<file path="src/rtl/hex_scan.sv">
// Multiplexed hex display scanner. A shadow register feeds the display and
// changes only at frame boundaries, so a single frame never mixes old and new digits.
module hex_scan #(
  parameter int DIGITS = 4,
  parameter int DIV    = 50000,
  parameter int BLANK  = 2
) (
  input  logic                  clk,
  input  logic                  rst,
  input  logic [4*DIGITS-1:0]   value,
  input  logic                  load,
  input  logic                  blank_lz,
  output logic [3:0]            nibble,
  output logic [DIGITS-1:0]     an,
  output logic                  frame,
  output logic                  pend
);

  localparam int CW = (DIV > 1) ? $clog2(DIV) : 1;
  localparam int IW = (DIGITS > 1) ? $clog2(DIGITS) : 1;

  logic [CW-1:0]       cnt_q, cnt_d;
  logic [IW-1:0]       idx_q, idx_d;
  logic [4*DIGITS-1:0] shadow_q, shadow_d;
  logic [4*DIGITS-1:0] pending_q, pending_d;
  logic                pend_q, pend_d;
  logic [3:0]          nibble_q, nibble_d;
  logic [DIGITS-1:0]   an_q, an_d;
  logic                frame_q, frame_d;
  logic                tick, boundary, lead_zero, show;

  always_comb begin
    tick     = (cnt_q == CW'(DIV - 1));
    boundary = tick && (idx_q == IW'(DIGITS - 1));

    cnt_d = tick ? '0 : cnt_q + 1'b1;
    idx_d = idx_q;
    if (tick) idx_d = (idx_q == IW'(DIGITS - 1)) ? '0 : idx_q + 1'b1;

    // A load exactly on the boundary bypasses the pending slot.
    shadow_d  = shadow_q;
    pending_d = pending_q;
    pend_d    = pend_q;
    if (boundary) begin
      pend_d = 1'b0;
      if (load)        shadow_d = value;
      else if (pend_q) shadow_d = pending_q;
    end else if (load) begin
      pending_d = value;
      pend_d    = 1'b1;
    end

    frame_d = boundary;

    // Outputs are precomputed from next-cycle state so they line up with cnt/idx.
    nibble_d  = 4'h0;
    lead_zero = 1'b1;
    for (int i = 0; i < DIGITS; i++) begin
      if (IW'(i) >= idx_d && shadow_d[4*i +: 4] != 4'h0) lead_zero = 1'b0;
      if (idx_d == IW'(i)) nibble_d = shadow_d[4*i +: 4];
    end
    show = (cnt_d >= CW'(BLANK)) && !(blank_lz && (idx_d != '0) && lead_zero);
    an_d = '1;
    for (int i = 0; i < DIGITS; i++) begin
      if (show && idx_d == IW'(i)) an_d[i] = 1'b0;
    end
  end

  always_ff @(posedge clk or posedge rst) begin
    if (rst) begin
      cnt_q     <= '0;
      idx_q     <= '0;
      shadow_q  <= '0;
      pending_q <= '0;
      pend_q    <= 1'b0;
      nibble_q  <= 4'h0;
      an_q      <= '1;
      frame_q   <= 1'b0;
    end else begin
      cnt_q     <= cnt_d;
      idx_q     <= idx_d;
      shadow_q  <= shadow_d;
      pending_q <= pending_d;
      pend_q    <= pend_d;
      nibble_q  <= nibble_d;
      an_q      <= an_d;
      frame_q   <= frame_d;
    end
  end

  assign nibble = nibble_q;
  assign an     = an_q;
  assign frame  = frame_q;
  assign pend   = pend_q;

endmodule

</file>
<file path="config.mk">
export PLATFORM = sky130hd
export DESIGN_NAME = hex_scan
export DESIGN_NICKNAME = d
export VERILOG_FILES = /design/src/rtl/hex_scan.sv
export SDC_FILE = /design/constraint.sdc
export NUM_CORES = 1
export LEC_CHECK = 0
export ABC_AREA = 0
export BUFFER_PORTS_ARGS = -buffer_cell sky130_fd_sc_hd__buf_4
export CORE_ASPECT_RATIO = 0.5
export CORE_UTILIZATION = 41
export CTS_CLUSTER_SIZE = 8
export DETAILED_ROUTE_END_ITERATION = 8
export PLACE_DENSITY_LB_ADDON = 0.2
export SYNTH_ARGS = -nofsm -noshare
export SYNTH_HDL_FRONTEND = slang
export SYNTH_SLANG_ARGS = --single-unit
</file>
<file path="constraint.sdc">
create_clock -name clk -period 7.25 [get_ports clk]
set_input_delay 0.3625 -clock clk [delete_from_list [all_inputs] [get_ports clk]]
set_output_delay 0.3625 -clock clk [all_outputs]
set_load 0.01 [all_outputs]
</file>
==> results.yml <==
synthesis:
  synth-edff-count: 0
  post-synth-top-count-cell: "dfrtp_1"
  synth_top_area_share_pct: 47.12
  seq_area_frac_synth_pct: 50.65
  netlist_area_mm2: 0.002974
  syn_nets: 299
  ys_top_cells_by_area: "dfrtp_1 47%, mux2_2 6.1%, nor2_1 3.8%, dfstp_2 3.5%, nand2_1 3.5%"
  ys_ff_latch: 60
  syn_inst: 276
  synth_common_cells: "56 x dfrtp_1, 30 x nor2_1, 28 x nand2_1"
  ys.flop_type: "dfrtp_1"
  yosysUniqueCellTypes: 47
  syn_area_per_cell_um2: 10.78
  synth_area_leader_cell: "dfrtp_1"
  async_flop_share_pct: 100.0
  yosysWarnings: 0
setup_path:
  cp_max_fo: 24
  crit_required_ns: 7.49
  crit_type: "flip-flop to flip-flop"
  timing.critical_path.buf_inv: 1
  cp_cell_sequence: "ha_1, and4_1, nand4_4, inv_2, and3_1, a21oi_1, nand2_1, or4_1, o2111ai_1"
  crit_start: "cnt_q[0]$_DFF_PP0_"
  cp_top_family: "simple AND/OR/NAND/NOR gates"
  cp_data_arrival_time_ns: 3.01
  cpPeakStageDelay_ns: 0.54
  cp_slowest_cell: "or4_1"
  critPathLaunchType: "flip-flop"
  endpoint_kind: "flip-flop"
  r2r_start: "cnt_q[0]$_DFF_PP0_"
power_and_ir_drop:
  power_density_mw_per_mm2: 217.2
  internal_power_uw: 599.8
  p_switching_uw: 160.0
  ir_drop_mv: 0.1089
  swShare_pct: 21.06
  p_comb_share_pct: 4.2
  sequentialPowerShare_pct: 46.0
  clkPwrFrac_pct: 49.7
  cellLeakagePower_nw: 1.571
floorplan:
  ios: 30
  dieWidth_um: 122.5
  die_h_um: 62.23
  rows: 21
  core-area_mm2: 0.006858
  start_util_pct: 43.37
  dieArea_mm2: 0.007619
outcome:
  status: "completed"
place:
  portBuffers: 29
  place_congestion: 0.8177
  dp.final_hpwl_mm: 4.276
sta:
  worst_slew_pin_slew_ns: 0.8414
  hold_ws_ns: 0.2510
  period_share_pct: 38.17
  hold_violations: 0
  fin_skew_ns: 0.006905
  setup_viol: 0
  maxSlewViolCount: 0
  slew_headroom_pct: 43.70
  timing.setup.tns_ns: 0
  max_freq_mhz: 361.3
  rsz0062_at_grt: "no"
  period_needed_ns: 2.767
clock_network:
  cts_tree: "done"
  cts_resized: 0
  cts.clk_slew.worst_paths_ns: 0.05
  clock-sinks: 60
  postCtsSetupRepairBufs: 0
  cts_buffers: 9
  worstSkewPairLatency_ns: 0.33
  root_buffer: "clkbuf_16"
  htreeDepth: 3
  cts_hold_buf: 0
  clock_path_buffers: 2
grt:
  grt_pass1_vias: 2155
  grt_start_max_net_pins: 61
  grt_pass1_wl_mm: 10.59
  grtUsageTotal_pct: 18.43
  antenna_found_initial: 0
  grt_overflow: 0
finish:
  layout-drive-gt1-share_pct: 25.82
  syn_to_final_growth_pct: 17.63
  diodes: 0
  fin_nets: 324
  final_core_util_pct: 51.01
detailed_routing:
  dr.pass1.iters: 4
  drt_iter0_markers: 128
  route.vias.total: 2181
  postRouteAntennaNets: 0
  wl_per_cell_um: 15.69
  drt-vias-per-instance: 5.480
  finalWirelength_mm: 6.244
  drc: 0
flow_run:
  cap_violations: 0
worst_hold_path:
  hold_class: "input pin to asynchronous set/reset pin"
-- layer usage --
metal / share of wire (%) / vias to the layer above / global-route usage (%)
li1: - / 1050 / -
met1: 47 / 1069 / 23.62
met2: 47 / 52 / 27.53
met3: 4.8 / 10 / 6.250
met4: 1.9 / 0 / 9.604
met5: 0 / - / 0
-- cells by family after synthesis --
logic type	synth area share (%)
compound gates	9.928
xor+xnor	5.007
fa+ha+maj	1.262
buf+inv	3.450
flops	50.65
mux	9.087
simple gates	20.61
-- through the flow --
step | power [mW] | setup slack, ns | std cells | instance area (um^2)
after floorplan | 0.3724 | 4.867 | 276 | 2974
after global placement | 0.3874 | 4.588 | 382 | 3234
after detailed placement | 0.3884 | 4.481 | 382 | 3234
after CTS | 0.7728 | 4.492 | 398 | 3498
after global routing | 0.7973 | 4.302 | 398 | 3498
final | 0.7598 | 4.483 | 398 | 3498
-- final cells by class --
cell class	count	area, um^2
Fill cell	621	3359
Sequential cell	60	1506
Multi-Input combinational cell	194	1365
Clock buffer	14	254.0
Timing Repair Buffer	30	225.2
Tap cell	92	115.1
Inverter	6	22.52
Clock inverter	2	10.01
-- power by group through the flow --
| stage | combinational [mW] | sequential [mW] | clock [mW] |
|---|---|---|---|
| floorplan | 0.0190 | 0.353 | 0 |
| global placement | 0.0323 | 0.355 | 0 |
| detailed placement | 0.0333 | 0.355 | 0 |
| CTS | 0.0334 | 0.350 | 0.390 |
| global route | 0.0363 | 0.351 | 0.410 |
| finish | 0.0323 | 0.350 | 0.378 |
-- layout by cell type, fill, tap and decap left out, drive strengths merged, types with 2 or more instances in the layout --
cell / instances
xor2: 9
clkbuf: 14
mux4: 3
or4: 2
o22ai: 4
ha: 3
xnor2: 8
and4: 2
nor4: 3
o2111ai: 2
dfrtp: 56
nand4: 5
dfstp: 4
and3: 9
buf: 30
clkinv: 2
inv: 6
a21oi: 14
nor3: 6
mux2: 16
nor2: 30
nand2: 28
nand3: 23
o21ai: 2
a31oi: 2
a32oi: 11
-- final timing paths --
path | endpoint | slack [ns] | cells past startpoint
max in group asynchronous | idx_q[1]$_DFF_PP0_ | 6.49 | 3
setup reg to reg | an[1]$_DFF_PP1_ | 4.48 | 9
hold / removal | cnt_q[11]$_DFF_PP0_ | 0.25 | 3
setup / recovery | an[1]$_DFF_PP1_ | 4.48 | 9
hold reg to reg | pending_q[14]$_DFFE_PP0P_ | 0.51 | 1
min in group clk | an[3]$_DFF_PP1_ | 0.27 | 3
-- registers in the layout, summed over array words and instances (netlist names) --
signal and flops:
an 4, cnt_q 16, frame 1, idx_q 2, nibble 4, pend 1
pending_q 16, shadow_q 16
-- worst reg2reg max path: cells and delay by family (launching register included) --
| family | cells | cell delay, ns |
|---|---|---|
| flops | 1 | 0.41 |
| compound gates | 2 | 0.31 |
| buf+inv | 1 | 0.23 |
| simple gates | 5 | 1.41 |
| fa+ha+maj | 1 | 0.32 |
Power figures use the tool's default switching activity.
